--- config.mk ---
export PLATFORM = sky130hd
export DESIGN_NAME = uart_rx
export DESIGN_NICKNAME = d
export VERILOG_FILES = /design/src/rtl/uart_rx.sv
export SDC_FILE = /design/constraint.sdc
export NUM_CORES = 1
export LEC_CHECK = 0
export ABC_AREA = 0
export CAP_MARGIN = 10
export CORE_MARGIN = 4
export CORE_UTILIZATION = 55
export DETAILED_ROUTE_END_ITERATION = 6
export PLACE_DENSITY_LB_ADDON = 0.12
export SYNTH_ARGS = -nofsm -noshare
export SYNTH_HDL_FRONTEND = slang
export SYNTH_SLANG_ARGS = --single-unit
--- constraint.sdc ---
create_clock -name clk -period 3.13 [get_ports clk]
set_input_delay 0.939 -clock clk [delete_from_list [all_inputs] [get_ports clk]]
set_output_delay 0.939 -clock clk [all_outputs]
set_load 0.02 [all_outputs]
--- src/rtl/uart_rx.sv ---
// -----------------------------------------------------------------------------
// uart_rx
// Asynchronous serial receiver. The rx line is oversampled at 16x the selected
// baud rate. Each frame is 1 start bit, 8 data bits (LSB first), an optional
// parity bit and 1 stop bit. Good bytes are pushed into a DEPTH-entry
// synchronous FIFO that the host drains with rd_en.
//
// Ports
//   clk          system clock, rising edge
//   rst_n        asynchronous reset, active low
//   rx           serial input, idles high, asynchronous to clk
//   baud_rate    00=2400 01=4800 10=9600 11=19200 (latched at start detection)
//   parity_type  00=none 01=odd 10=even 11=none (latched at start detection)
//   rd_en        pop one byte; ignored while the FIFO is empty
//   data_out     registered FIFO read data
//   fifo_empty   FIFO holds no bytes
//   fifo_full    FIFO holds DEPTH bytes
//   active       receiver is inside a frame
//   parity_err   one-cycle pulse on parity mismatch
//   frame_err    one-cycle pulse when the stop bit samples 0
//   overrun      one-cycle pulse when a good byte is dropped on a full FIFO
// -----------------------------------------------------------------------------
`timescale 1ns/1ps

module uart_rx #(
    parameter int CLK_HZ = 50_000_000,
    parameter int DEPTH  = 16
) (
    input  logic       clk,
    input  logic       rst_n,
    input  logic       rx,
    input  logic [1:0] baud_rate,
    input  logic [1:0] parity_type,
    input  logic       rd_en,
    output logic [7:0] data_out,
    output logic       fifo_empty,
    output logic       fifo_full,
    output logic       active,
    output logic       parity_err,
    output logic       frame_err,
    output logic       overrun
);

    localparam int AW        = $clog2(DEPTH);
    localparam int PW        = AW + 1;
    localparam int DIV_2400  = CLK_HZ / (16 * 2400);
    localparam int DIV_4800  = CLK_HZ / (16 * 4800);
    localparam int DIV_9600  = CLK_HZ / (16 * 9600);
    localparam int DIV_19200 = CLK_HZ / (16 * 19200);
    localparam int DW        = $clog2(DIV_2400 + 1);

    typedef enum logic [2:0] {
        ST_IDLE   = 3'd0,
        ST_START  = 3'd1,
        ST_DATA   = 3'd2,
        ST_PARITY = 3'd3,
        ST_STOP   = 3'd4
    } state_t;

    // True when the received data/parity combination violates the check.
    // odd = 1 demands an odd number of ones across data and parity bit.
    function automatic logic parity_bad(input logic [7:0] data,
                                        input logic       par_bit,
                                        input logic       odd);
        return (((^data) ^ par_bit) != odd);
    endfunction

    // ---------------------------------------------------------------- signals
    logic          rx_meta_r;
    logic          rxs_r;

    state_t        state_r;
    state_t        state_n;

    logic [DW-1:0] div_cnt_r;
    logic [DW-1:0] div_last_s;
    logic          tick_s;
    logic [3:0]    os_cnt_r;
    logic          bit_done_s;
    logic [2:0]    bit_idx_r;
    logic [7:0]    shift_r;
    logic          par_bit_r;
    logic [1:0]    baud_sel_r;
    logic [1:0]    par_sel_r;
    logic          par_en_s;
    logic          start_s;
    logic          stop_sample_s;
    logic          par_bad_s;
    logic          good_s;
    logic          wr_en_s;
    logic          rd_do_s;

    logic          active_r;
    logic          parity_err_r;
    logic          frame_err_r;
    logic          overrun_r;

    logic [7:0]    mem_r [DEPTH];
    logic [PW-1:0] wr_ptr_r;
    logic [PW-1:0] rd_ptr_r;
    logic [PW-1:0] wr_ptr_n;
    logic [PW-1:0] rd_ptr_n;
    logic          fifo_empty_r;
    logic          fifo_full_r;
    logic [7:0]    data_out_r;

    // Two-flop synchronizer; resets to the idle (high) line level.
    always_ff @(posedge clk or negedge rst_n) begin
        if (!rst_n) begin
            rx_meta_r <= 1'b1;
            rxs_r     <= 1'b1;
        end else begin
            rx_meta_r <= rx;
            rxs_r     <= rx_meta_r;
        end
    end

    // Oversample divisor terminal count for the baud rate latched for this frame.
    always_comb begin
        div_last_s = DW'(DIV_19200 - 1);
        case (baud_sel_r)
            2'b00:   div_last_s = DW'(DIV_2400 - 1);
            2'b01:   div_last_s = DW'(DIV_4800 - 1);
            2'b10:   div_last_s = DW'(DIV_9600 - 1);
            2'b11:   div_last_s = DW'(DIV_19200 - 1);
            default: div_last_s = DW'(DIV_19200 - 1);
        endcase
    end

    // Frame timing decodes. The start bit is checked after 8 ticks (mid-bit);
    // every later bit is sampled 16 ticks after the previous sample.
    always_comb begin
        tick_s   = 1'b0;
        par_en_s = (par_sel_r == 2'b01) || (par_sel_r == 2'b10);
        start_s  = (state_r == ST_IDLE) && !rxs_r;
        if (state_r != ST_IDLE) begin
            tick_s = (div_cnt_r == div_last_s);
        end else begin
            tick_s = 1'b0;
        end
        if (state_r == ST_START) begin
            bit_done_s = tick_s && (os_cnt_r == 4'd7);
        end else begin
            bit_done_s = tick_s && (os_cnt_r == 4'd15);
        end
    end

    // FSM state register.
    always_ff @(posedge clk or negedge rst_n) begin
        if (!rst_n) begin
            state_r <= ST_IDLE;
        end else begin
            state_r <= state_n;
        end
    end

    // FSM next-state logic and stop-sample strobe.
    always_comb begin
        state_n       = state_r;
        stop_sample_s = 1'b0;
        case (state_r)
            ST_IDLE: begin
                if (!rxs_r) begin
                    state_n = ST_START;
                end else begin
                    state_n = ST_IDLE;
                end
            end
            ST_START: begin
                if (bit_done_s) begin
                    // A start bit that is high again at mid-bit was a glitch.
                    if (rxs_r) begin
                        state_n = ST_IDLE;
                    end else begin
                        state_n = ST_DATA;
                    end
                end else begin
                    state_n = ST_START;
                end
            end
            ST_DATA: begin
                if (bit_done_s && (bit_idx_r == 3'd7)) begin
                    if (par_en_s) begin
                        state_n = ST_PARITY;
                    end else begin
                        state_n = ST_STOP;
                    end
                end else begin
                    state_n = ST_DATA;
                end
            end
            ST_PARITY: begin
                if (bit_done_s) begin
                    state_n = ST_STOP;
                end else begin
                    state_n = ST_PARITY;
                end
            end
            ST_STOP: begin
                // Leave at mid stop bit so a back-to-back start edge is caught.
                if (bit_done_s) begin
                    state_n       = ST_IDLE;
                    stop_sample_s = 1'b1;
                end else begin
                    state_n = ST_STOP;
                end
            end
            default: begin
                state_n = ST_IDLE;
            end
        endcase
    end

    // Tick generator, oversample counter, shift register and frame settings.
    always_ff @(posedge clk or negedge rst_n) begin
        if (!rst_n) begin
            div_cnt_r  <= {DW{1'b0}};
            os_cnt_r   <= 4'd0;
            bit_idx_r  <= 3'd0;
            shift_r    <= 8'h00;
            par_bit_r  <= 1'b0;
            baud_sel_r <= 2'b00;
            par_sel_r  <= 2'b00;
        end else if (start_s) begin
            div_cnt_r  <= {DW{1'b0}};
            os_cnt_r   <= 4'd0;
            bit_idx_r  <= 3'd0;
            baud_sel_r <= baud_rate;
            par_sel_r  <= parity_type;
        end else if (state_r != ST_IDLE) begin
            if (tick_s) begin
                div_cnt_r <= {DW{1'b0}};
                if (bit_done_s) begin
                    os_cnt_r <= 4'd0;
                end else begin
                    os_cnt_r <= os_cnt_r + 4'd1;
                end
            end else begin
                div_cnt_r <= div_cnt_r + DW'(1);
            end
            if (bit_done_s && (state_r == ST_DATA)) begin
                shift_r   <= {rxs_r, shift_r[7:1]};
                bit_idx_r <= bit_idx_r + 3'd1;
            end
            if (bit_done_s && (state_r == ST_PARITY)) begin
                par_bit_r <= rxs_r;
            end
        end else begin
            div_cnt_r <= {DW{1'b0}};
            os_cnt_r  <= 4'd0;
        end
    end

    // Frame outcome at the stop sample. A bad stop bit masks the parity result.
    always_comb begin
        if (par_en_s) begin
            par_bad_s = parity_bad(shift_r, par_bit_r, par_sel_r == 2'b01);
        end else begin
            par_bad_s = 1'b0;
        end
        good_s  = stop_sample_s && rxs_r && !par_bad_s;
        wr_en_s = good_s && !fifo_full_r;
        rd_do_s = rd_en && !fifo_empty_r;
    end

    // Registered status outputs and one-cycle error pulses.
    always_ff @(posedge clk or negedge rst_n) begin
        if (!rst_n) begin
            active_r     <= 1'b0;
            frame_err_r  <= 1'b0;
            parity_err_r <= 1'b0;
            overrun_r    <= 1'b0;
        end else begin
            active_r     <= (state_n != ST_IDLE);
            frame_err_r  <= stop_sample_s && !rxs_r;
            parity_err_r <= stop_sample_s && rxs_r && par_bad_s;
            overrun_r    <= good_s && fifo_full_r;
        end
    end

    // FIFO pointer next values; the extra MSB separates full from empty.
    always_comb begin
        if (wr_en_s) begin
            wr_ptr_n = wr_ptr_r + PW'(1);
        end else begin
            wr_ptr_n = wr_ptr_r;
        end
        if (rd_do_s) begin
            rd_ptr_n = rd_ptr_r + PW'(1);
        end else begin
            rd_ptr_n = rd_ptr_r;
        end
    end

    // FIFO storage; data only, no reset needed.
    always_ff @(posedge clk) begin
        if (wr_en_s) begin
            mem_r[wr_ptr_r[AW-1:0]] <= shift_r;
        end
    end

    // FIFO pointers, registered flags and read data.
    always_ff @(posedge clk or negedge rst_n) begin
        if (!rst_n) begin
            wr_ptr_r     <= {PW{1'b0}};
            rd_ptr_r     <= {PW{1'b0}};
            fifo_empty_r <= 1'b1;
            fifo_full_r  <= 1'b0;
            data_out_r   <= 8'h00;
        end else begin
            wr_ptr_r     <= wr_ptr_n;
            rd_ptr_r     <= rd_ptr_n;
            fifo_empty_r <= (wr_ptr_n == rd_ptr_n);
            fifo_full_r  <= (wr_ptr_n[AW] != rd_ptr_n[AW]) &&
                            (wr_ptr_n[AW-1:0] == rd_ptr_n[AW-1:0]);
            if (rd_do_s) begin
                data_out_r <= mem_r[rd_ptr_r[AW-1:0]];
            end else begin
                data_out_r <= data_out_r;
            end
        end
    end

    assign data_out   = data_out_r;
    assign fifo_empty = fifo_empty_r;
    assign fifo_full  = fifo_full_r;
    assign active     = active_r;
    assign parity_err = parity_err_r;
    assign frame_err  = frame_err_r;
    assign overrun    = overrun_r;

endmodule
==> impl_metrics.ini <==
[synthesis]
synth_fa_ha_area_share_pct = 2.32
synth_cell_types = 52
yosysMostFrequentCell = edfxtp_1
ys_warn_count = 0
synth_ff_type = edfxtp_1
synthTopCellsByArea = edfxtp_1 (47%), dfrtp_1 (18%), mux4_2 (11%)
netlist_top_cells_count = edfxtp_1 (128), dfrtp_1 (57), nand2_1 (45)
yosys.area.top_type = edfxtp_1
ys_seq_area_share_pct = 66.0
synth_top_family_by_area = multiplexers
synth-xor-area-share_pct = 4.51
ys_ff_latch = 188
avgSynthCellArea_um2 = 15.9
synthSimpleGateAreaFrac_pct = 10.3
synth_edf_count = 128
synth_top_area_share_pct = 47.5
synthesis.area_um2 = 8100
syn_nets = 533
synthMuxAreaShare_pct = 12.6
synthArstFlopShare_pct = 31.9
synth_compound_area_share_pct = 2.52
synth_cells = 510

[clock_network]
clock_sinks = 188
root_buffer = clkbuf_16
clk_pin_slew_ps = 70
cts.path.max_buffers = 2
h-tree-depth = 4
numCtsBuffers = 17
ctsHoldBuffers = 0
cts_tree = built
cts_setup_buffers = 0
post_cts_resized = 0
clk_latency_ps = 430

[outcome]
run_status = complete, no violations

[grt]
grt_pass1_wl_mm = 25.9
gr-total-overflow = 0
met1_usage_pct = 29.2
busiest_layer = met2
grt_pass1_vias = 4486
grt_max_degree = 40
grt_use_met3_pct = 5.15
antenna_found_initial = 0
grt.met2_usage_pct = 34.7
gr-usage-all-layers_pct = 21.4

[power]
intPower_uw = 4480
p_leak_uw = 0.00312
seqPwrFrac_pct = 47.7
clkPwrFrac_pct = 37.9
powerDensity_nw_per_um2 = 633
pwr-share-comb_pct = 14.4
p_sw_share_pct = 23.9
switching_power_uw = 1410
irDropWorstVdd_mv = 0.376

[drt]
drc_errors = 0
avgViaCountPerCell = 5.78
drtPass1Iterations = 4
routedWlPerCell_um = 21.7
ant_nets = 0
drt_wl_total_mm = 16.2
drt_iter0_markers = 364
dr_total_vias = 4327

[setup_path]
endpoint_kind = register
startpoint = baud_sel_r[0]
crit_type = register to register
cp.required_ps = 3230
cp_max_fo = 8
r2r-start = baud_sel_r[0]
startpoint_type = register
crit_arrival_ps = 2930

[timing]
finalCritPeriodShare_pct = 90.2
rsz0062_at_grt = false
finClkSkew_ps = 9.88
finalSetupViolCount = 0
slew_violations = 0
fin_crit_ps = 2820
hold_viol = 0
timing.fmax_ghz = 0.354
holdWs_ps = 356
relSlewSlack_pct = 39.3
fin_tns_setup_ps = 0
worst_slew_pin_slew_ps = 910

[cells_and_area]
nets = 575
multi_input_area_um2 = 2640
regArea_um2 = 5350
drive_gt1_share_pct = 22.8
fillerInstances = 1023
antennaDiodeCount = 0
synthToLayoutAreaGrowth_pct = 14.8

[floorplanning]
die_w_um = 129
start_util_pct = 55.9
design.core.area_um2 = 14500
rows = 44
dieArea_um2 = 16700
ios = 22
die_y_um = 129

[hold_path]
worstHoldStart = rx_meta_r
hp-class = register to register

[place]
place.gp.congestion = 0.814
dp_hpwl_mm = 11.2
io_buffers = 21

[flow_run]
drv_cap = 0
-- cell families after synthesis --
logic type	Yosys count
buffers and inverters	34
flip-flops	188
XOR/XNOR	37
multiplexers	51
adder cells (fa/ha/maj)	15
AND/OR/NAND/NOR	152
AO/OA/AOI/OAI	33
-- layout make-up --
class                      count  area share (%)
tap                          184            2.48
inverter                      11           0.444
timing repair buffer          46            4.50
clock buffer                  20            4.80
multi-input combinational    288            28.4
clock inverter                12            1.84
sequential                   188            57.6
-- stage by stage --
| step | util (%) | power (µW) | instances | instance area (µm²) | setup WS [ps] |
|---|---|---|---|---|---|
| after CTS | 64.0 | 5930 | 749 | 9270 | 56.1 |
| final | 64.2 | 5880 | 749 | 9300 | 305 |
| after global placement | 59.8 | 3710 | 717 | 8650 | 149 |
| after floorplan | - | 3470 | 510 | 8100 | 678 |
| after global routing | 64.2 | 6120 | 749 | 9300 | 30.5 |
| after detailed placement | 59.8 | 3720 | 717 | 8650 | 89.1 |
-- metal layers --
metal  part of all wire (%)  vias up
met5                      0        -
li1                       -     2001
met1                     42     2218
met3                    4.5       13
met4                    1.6        0
met2                     51       95
-- cell usage in the layout, fill, tap and decap left out, types with 6 or more instances in the layout --
master / n
ha_1: 15
xnor2_1: 20
nand3_1: 18
nor2_1: 23
dfrtp_1: 56
and3_1: 6
and2_2: 9
xor2_1: 14
and2_1: 6
mux2_2: 8
buf_4: 23
o21ai_0: 10
a21oi_1: 6
nor3_1: 7
mux4_2: 40
nand2_1: 45
clkbuf_16: 17
clkdlybuf4s50_1: 20
edfxtp_1: 128
inv_1: 11
-- worst max-delay path, stage by stage, from the launching register on --
cell     delay [ps]
dfrtp_1         420
inv_1           120
ha_1            250
nor3_1          230
o22ai_1         210
nor4_2          380
o21ai_2         180
nor3b_1         220
buf_4           150
and2_1          320
-- power by group through the flow --
stage	combinational [µW]	sequential [µW]	clock [µW]
2_1_floorplan	677	2790	0
3_3_place_gp	843	2860	0
6_report	846	2810	2230
3_5_place_dp	853	2870	0
5_1_grt	918	2820	2380
4_1_cts	856	2810	2260
-- path summary, 6_finish.rpt --
kind                       depth (start not counted)  slack [ps]           to
max reg2reg                                        9         310  mem_r[9][1]
min in group asynchronous                          1         620  data_out[3]
min reg2reg                                        0         360        rxs_r
max                                                9         310  mem_r[9][1]
min                                                0         360        rxs_r
max in group asynchronous                          2        1780       active
-- flip-flops by register name (all words and copies together) (netlist names), 2 cells and up --
| name | cells |
|---|---|
| mem_r | 128 |
| baud_sel_r | 2 |
| rd_ptr_r | 5 |
| bit_idx_r | 3 |
| state_r | 3 |
| os_cnt_r | 4 |
| shift_r | 8 |
| data_out | 8 |
| wr_ptr_r | 5 |
| par_sel_r | 2 |
| div_cnt_r | 11 |
Note: power is estimated with default switching activity, not from simulation.
